**src/rtl/bj_hazard_ctrl.sv**
```systemverilog
// Hazard/stall sequencer beside the ID-stage branch/jump resolver: bubble countdown FSM, flush gating, memory freeze.
// Optional performance counters (stall_cycles, flush_count) are built only when HAZARD_PERF_CNT_EN is defined.
module bj_hazard_ctrl #(
  parameter int RADDR_WIDTH = 5,
  parameter int CNT_WIDTH   = 32
) (
  input  logic                   clk,
  input  logic                   rst,
  input  logic                   id_branch_jump,
  input  logic                   id_reg_read1,
  input  logic                   id_reg_read2,
  input  logic [RADDR_WIDTH-1:0] id_reg_rs1,
  input  logic [RADDR_WIDTH-1:0] id_reg_rs2,
  input  logic                   idex_reg_write,
  input  logic                   idex_mem_read,
  input  logic [RADDR_WIDTH-1:0] idex_reg_dest,
  input  logic                   exmem_mem_read,
  input  logic [RADDR_WIDTH-1:0] exmem_reg_dest,
  input  logic                   flush_req,
  input  logic                   mem_busy,
  output logic                   pc_stall,
  output logic                   ifid_stall,
  output logic                   ifid_flush,
  output logic                   idex_bubble,
`ifdef HAZARD_PERF_CNT_EN
  output logic                   pipe_freeze,
  output logic [CNT_WIDTH-1:0]   stall_cycles,
  output logic [CNT_WIDTH-1:0]   flush_count
`else
  output logic                   pipe_freeze
`endif
);

  typedef enum logic {RUN = 1'b0, HOLD = 1'b1} state_t;

  state_t     state_q, state_d;
  logic [1:0] rem_q, rem_d;
  logic [1:0] need;
  logic       match_ex, match_mem_ld, stall;

  // x0 is never a real producer, so a zero rd can never create a hazard.
  always_comb begin
    match_ex = idex_reg_write && (idex_reg_dest != '0) &&
               ((id_reg_read1 && (id_reg_rs1 == idex_reg_dest)) ||
                (id_reg_read2 && (id_reg_rs2 == idex_reg_dest)));
    match_mem_ld = exmem_mem_read && (exmem_reg_dest != '0) &&
                   ((id_reg_read1 && (id_reg_rs1 == exmem_reg_dest)) ||
                    (id_reg_read2 && (id_reg_rs2 == exmem_reg_dest)));
  end

  always_comb begin
    need = 2'd0;
    if (id_branch_jump && match_ex && idex_mem_read)
      need = 2'd2;
    else if ((id_branch_jump && (match_ex || match_mem_ld)) ||
             (!id_branch_jump && match_ex && idex_mem_read))
      need = 2'd1;
  end

  // Once in HOLD the countdown alone decides; `need` is only sampled in RUN.
  assign stall = (state_q == HOLD) || (need != 2'd0);

  always_comb begin
    state_d = state_q;
    rem_d   = rem_q;
    if (!mem_busy) begin
      case (state_q)
        RUN: begin
          if (need != 2'd0) begin
            rem_d   = need - 2'd1;
            state_d = (need > 2'd1) ? HOLD : RUN;
          end
        end
        HOLD: begin
          if (rem_q <= 2'd1) begin
            rem_d   = 2'd0;
            state_d = RUN;
          end else begin
            rem_d = rem_q - 2'd1;
          end
        end
        default: begin
          rem_d   = 2'd0;
          state_d = RUN;
        end
      endcase
    end
  end

  // Freeze outranks everything; flush waits until operands are valid.
  always_comb begin
    pc_stall    = !rst && (mem_busy || stall);
    ifid_stall  = !rst && (mem_busy || stall);
    idex_bubble = !rst && !mem_busy && stall;
    pipe_freeze = !rst && mem_busy;
    ifid_flush  = !rst && flush_req && !stall && !mem_busy;
  end

`ifdef HAZARD_PERF_CNT_EN
  logic [CNT_WIDTH-1:0] stall_cycles_q, stall_cycles_d;
  logic [CNT_WIDTH-1:0] flush_count_q, flush_count_d;

  always_comb begin
    stall_cycles_d = stall_cycles_q;
    flush_count_d  = flush_count_q;
    if (pc_stall)   stall_cycles_d = stall_cycles_q + 1'b1;
    if (ifid_flush) flush_count_d  = flush_count_q + 1'b1;
  end

  always_ff @(posedge clk or posedge rst) begin
    if (rst) begin
      stall_cycles_q <= '0;
      flush_count_q  <= '0;
    end else begin
      stall_cycles_q <= stall_cycles_d;
      flush_count_q  <= flush_count_d;
    end
  end

  assign stall_cycles = stall_cycles_q;
  assign flush_count  = flush_count_q;
`endif

  always_ff @(posedge clk or posedge rst) begin
    if (rst) begin
      state_q <= RUN;
      rem_q   <= 2'd0;
    end else begin
      state_q <= state_d;
      rem_q   <= rem_d;
    end
  end

endmodule

```
**config.mk**
```make
export PLATFORM = sky130hd
export DESIGN_NAME = bj_hazard_ctrl
export DESIGN_NICKNAME = d
export VERILOG_FILES = /design/src/rtl/bj_hazard_ctrl.sv
export SDC_FILE = /design/constraint.sdc
export NUM_CORES = 1
export LEC_CHECK = 0
export ABC_AREA = 1
export CAP_MARGIN = 20
export CORE_MARGIN = 2
export CORE_UTILIZATION = 40
export DETAILED_ROUTE_END_ITERATION = 8
export PLACE_DENSITY = 0.93
export SYNTH_ARGS = -nofsm -noshare
export SYNTH_HDL_FRONTEND = slang
export SYNTH_SLANG_ARGS = --single-unit
```
**constraint.sdc**
```tcl
create_clock -name clk -period 4.2 [get_ports clk]
set_input_delay 0.84 -clock clk [delete_from_list [all_inputs] [get_ports clk]]
set_output_delay 0.84 -clock clk [all_outputs]
set_load 0.005 [all_outputs]
```
* Word level (Yosys, flattened, before mapping)
Index checks and enable logic that the tools add are counted.
** Word-level totals
- Bits of input ports :: 30
- Register bits after elaboration :: 3
- Output and inout port bits :: 5
- Logic and storage cells :: 56
** Cells by class
- Reduce and logical (&&, ||, !) cells :: 34
- Order comparisons :: 2
- Equality and inequality tests :: 5
- Add/sub/neg operators :: 2
- Bitwise logic cells :: 2
- Mux-type cells :: 9
** Operators by type and width (number)
- 5-bit == test :: 4
- 1-bit logical AND :: 20
- 5-bit nonzero test :: 2
- 1-bit logical OR :: 6
- 2-bit 2-to-1 mux :: 3
- 1-bit logical NOT :: 4
- 1-bit 2-to-1 mux :: 4
- 2-bit case mux with 2 select lines :: 1
- 2-bit by 1-bit subtractor with 2-bit output, second input constant :: 2
- 2-bit by 1-bit greater-than comparator with 1-bit output, second input constant :: 1
- 2-bit by 1-bit <= comparator with 1-bit output, second input constant :: 1
- 2-bit != test, second input constant :: 1
- 1-bit NOT :: 2
- 1-bit case mux with 2 select lines :: 1
- 2-bit AND reduction :: 1
- 2-bit nonzero test :: 1

* Depth between registers and ports, before layout
- Depth in word-level cells :: 14
- Depth in mapped cells :: 11
- Gate-level depth less buffers :: 11

* Least setup slack after synthesis
OpenSTA, ideal clock, no wires.
- Kind :: input -> output
- From :: input idex_reg_dest[0]
- To :: output pc_stall
- Arrival time :: 1.698 ns
- Buffers on the path :: 1
- Stages :: 9
- Data required time :: 3.360 ns
- Setup slack :: 1.662 ns
- Path through :: inv_1 nand4_1 o21ai_0 inv_1 nand3_2 nand3_2 o21bai_1 inv_1 buf_4
** Between the ends
- Cells in the longest elaborated chain, start to end :: 13
** Ends and longest elaborated chain
- start: declaration :: RTL line 16 : input logic [RADDR_WIDTH-1:0] idex_reg_dest,
- 5-bit == test (on tied branches) :: RTL line 44, 45
- 1-bit logical AND (on tied branches) :: RTL line 44, 45
- 1-bit logical OR :: RTL line 44 : ((id_reg_read1 && (id_reg_rs1 == idex_reg_dest)) ||
- 1-bit logical AND (*) :: RTL line 43 : match_ex = idex_reg_write && (idex_reg_dest != '0) &&
- 1-bit logical OR or 1-bit logical AND (tied branches) :: RTL line 55, 56
- 1-bit logical AND (on tied branches) :: RTL line 55, 56
- 1-bit logical OR :: RTL line 55 : else if ((id_branch_jump && (match_ex || match_mem_ld)) ||
- 1-bit 2-to-1 mux :: RTL line 55
- 2-bit 2-to-1 mux (*) :: RTL line 53 : if (id_branch_jump && match_ex && idex_mem_read)
- 2-bit nonzero test (*) :: RTL line 61 : assign stall = (state_q == HOLD) || (need != 2'd0);
- 1-bit logical OR (*) :: RTL line 61
- 1-bit logical OR (*)
- 1-bit logical AND (*)
- end: declaration :: RTL line 21 : output logic pc_stall,
Every way passes the cells marked *; elsewhere a longest branch is shown, timed or not.

* Final worst setup path
- From :: input exmem_reg_dest[1]
- To :: output idex_bubble
** Between the ends
- Cells in the longest elaborated chain, start to end :: 12
** Ends and longest elaborated chain
- start: declaration :: RTL line 18 : input logic [RADDR_WIDTH-1:0] exmem_reg_dest,
- 5-bit == test (on tied branches) :: RTL line 47, 48
- 1-bit logical AND (on tied branches) :: RTL line 47, 48
- 1-bit logical OR :: RTL line 47 : ((id_reg_read1 && (id_reg_rs1 == exmem_reg_dest)) ||
- 1-bit logical AND (*) :: RTL line 46 : match_mem_ld = exmem_mem_read && (exmem_reg_dest != '0) &&
- 1-bit logical OR (*) :: RTL line 55
- 1-bit logical AND (*) :: RTL line 55
- 1-bit logical OR (*) :: RTL line 55
- 1-bit 2-to-1 mux (*) :: RTL line 55
- 2-bit 2-to-1 mux (*) :: RTL line 53
- 2-bit nonzero test (*) :: RTL line 61
- 1-bit logical OR (*) :: RTL line 61
- 1-bit logical AND (*) :: RTL line 94 : idex_bubble = !rst && !mem_busy && stall;
- end: declaration :: RTL line 24 : output logic idex_bubble,
Marks and branches as above.

==> reports/qor.csv <==
metric;value;unit
Residual DRC;0;
Post-synth EDFFs;0;
vias;888;
via/cell ratio;4.75;
io pins;35;
root buffer cell;clkbuf_4;
Max IR drop VDD;0.209;mV
initial DRC count;26;
CORE AREA;0.00147;mm²
GRT Residual Overflow;0;
dominant register cell in the synthesized netlist;dfrtp_1;
die area;0.00188;mm²
final std cells w/o fill;187;
Slew HR;0.874;
Die Y;43.4;µm
most common cell in the netlist;nand2_1;
FMAX;285;MHz
GRT Util Overall;0.209;
Hold Violations, Final;0;
DR WL/cell;10.1;µm
post-DP HPWL;1.61;mm
post-synth cell types;16;
Seq/Total Area, Yosys;0.121;
clock slew at reported path FFs;40;ps
Tightest Pin Transition;189;ps
share of flip-flops with an asynchronous set or reset;1.00;
TritonRoute pass-1 iters;5;
placed insts;183;
final instance area;998;µm²
status;completed;
fin crit period;3510;ps
max_cap viols;0;
clock skew;0.115;ps
Post-synth top cells;nand2_1 (61), inv_1 (23), nor2_1 (17);
ANT nets after route;0;
Setup-failing EPs final;0;
Yosys top cell by area;nand2_1;
Worst Path Max Fanout;4;
share of cells above drive strength 1;0.0702;
Port Buffers;34;
CTS H-tree depth;1;
crit end category;output port;
fin crit share;0.837;
Worst Setup Start Kind;input port;
hold_buf cts;0;
ANT cells;0;
row count;14;
syn nets;164;
Synth-to-Final Area Change;61.2;%
Starting Density;0.421;
Post-Place Cell Area;972;µm²
PostCTS Resize Cnt;0;
Clk Latency, worst-skew pair;220;ps
mapped cell area;619;µm²
max-slew violation count;0;
pin count of the biggest net entering global routing;6;
Crit path required time;3360;ps
clock tree buffer depth;2;
Post-CTS Setup Repair Bufs;0;
routability cong.;0.948;
Avg Inst Size Synth;4.62;µm²
initial antenna violation count;0;
CTS Sinks;3;
number of buffers created by CTS;3;
RSZ-0062 raised after global routing;no;
Yosys top cell area share;0.370;
Power Density;175;mW/mm²
synthesized flop and latch total;3;
Arr. time, crit path;2670;ps
critical path class;in -> out;
setup TNS;0;ps
first-pass GRT wire length;3.11;mm
Static Leak;0.584;nW
# nets final;202;
width of the chip;43.4;µm
worst min path class;reg -> reg;
Syn Inst Count;134;
vias in the first global route;806;
Routed WL;1.89;mm
Warnings, synthesis;0;
CTS tree;done;
synth top area cells;nand2_1 (37%), inv_1 (14%), dfrtp_1 (12%), nor2_1 (10%), nand3_1 (7.3%);
-- metrics by stage --
stage	setup WS (ps)	total power [mW]	utilization	hold WS [ps]
3_3_place_gp	753	0.124	0.661	493
4_1_cts	710	0.177	0.679	509
3_5_place_dp	720	0.126	0.661	500
6_report	686	0.175	0.679	502
5_1_grt	529	0.192	0.679	526
2_1_floorplan	1660	0.0804	-	464
-- report_power, final --
| part | internal (mW) | leakage, nW | switching [mW] |
|---|---|---|---|
| clock network | 0.0355 | 0.0150 | 0.0130 |
| logic | 0.0436 | 0.529 | 0.0392 |
| registers | 0.0371 | 0.0394 | 0.00670 |
| total | 0.116 | 0.584 | 0.0589 |
-- kinds of logic (layout without fill, tap and decap cells) --
kind of cell / after synthesis / in the layout / synth area share
AO/OA/AOI/OAI: 7 / 7 / 0.0606
buffers and inverters: 28 / 65 / 0.176
flip-flops: 3 / 3 / 0.121
AND/OR/NAND/NOR: 96 / 96 / 0.642
-- sequential cells by signal (all words and copies together) (netlist names) --
register	flops
rem_q	2
state_q	1
-- critical path: stages --
cell and delay, ps:
clkdlybuf4s50_1 500, inv_1 90, nand2_1 60, nand2_1 50, nor2_1 140, nand3_1 110
nand2_1 80, nand2_1 60, nand3_2 100, nand2_2 70, nor2_1 80, clkdlybuf4s50_1 510
-- path summary, 6_finish.rpt --
path	from	endpoint	slack, ps	cells after the start
min in group asynchronous	rst	rem_q[0]	890	2
setup reg to reg	state_q	rem_q[0]	3200	5
hold / removal	rem_q[0]	rem_q[0]	500	2
setup / recovery	exmem_reg_dest[1]	idex_bubble	690	12
hold reg to reg	rem_q[0]	rem_q[0]	500	2
max in group asynchronous	rst	rem_q[1]	3170	2
-- layout by cell type, fill, tap and decap left out --
master | Yosys | routed
nand2_1 | 61 | 61
clkdlybuf4s50_1 | 0 | 34
inv_1 | 23 | 23
nor2_1 | 17 | 17
nand3_1 | 9 | 9
inv_2 | 4 | 4
o21ai_0 | 4 | 4
nor3_1 | 3 | 3
clkbuf_4 | 0 | 3
dfrtp_1 | 3 | 3
nand2_2 | 2 | 2
nand3_2 | 2 | 2
nor2_2 | 1 | 1
nand4_1 | 1 | 1
a21oi_1 | 1 | 1
o21ai_1 | 1 | 1
o21bai_1 | 1 | 1
clkbuf_1 | 0 | 1
-- final cells by class --
class | count | area [µm²]
well taps | 16 | 20.0
flip-flops and latches | 3 | 75.1
inverters | 27 | 101
fillers | 143 | 473
multi-input cells | 103 | 435
clock buffers | 4 | 26.3
repair buffers | 34 | 340
-- per-layer routing --
metal / vias to the layer above / track usage / wire (µm)
met4: 0 / 0.0424 / 12
met5: - / 0 / 0
met3: 2 / 0.0375 / 152
li1: 476 / - / -
met2: 36 / 0.346 / 900
met1: 374 / 0.285 / 821
No activity file was read; power rests on OpenSTA's default activity.
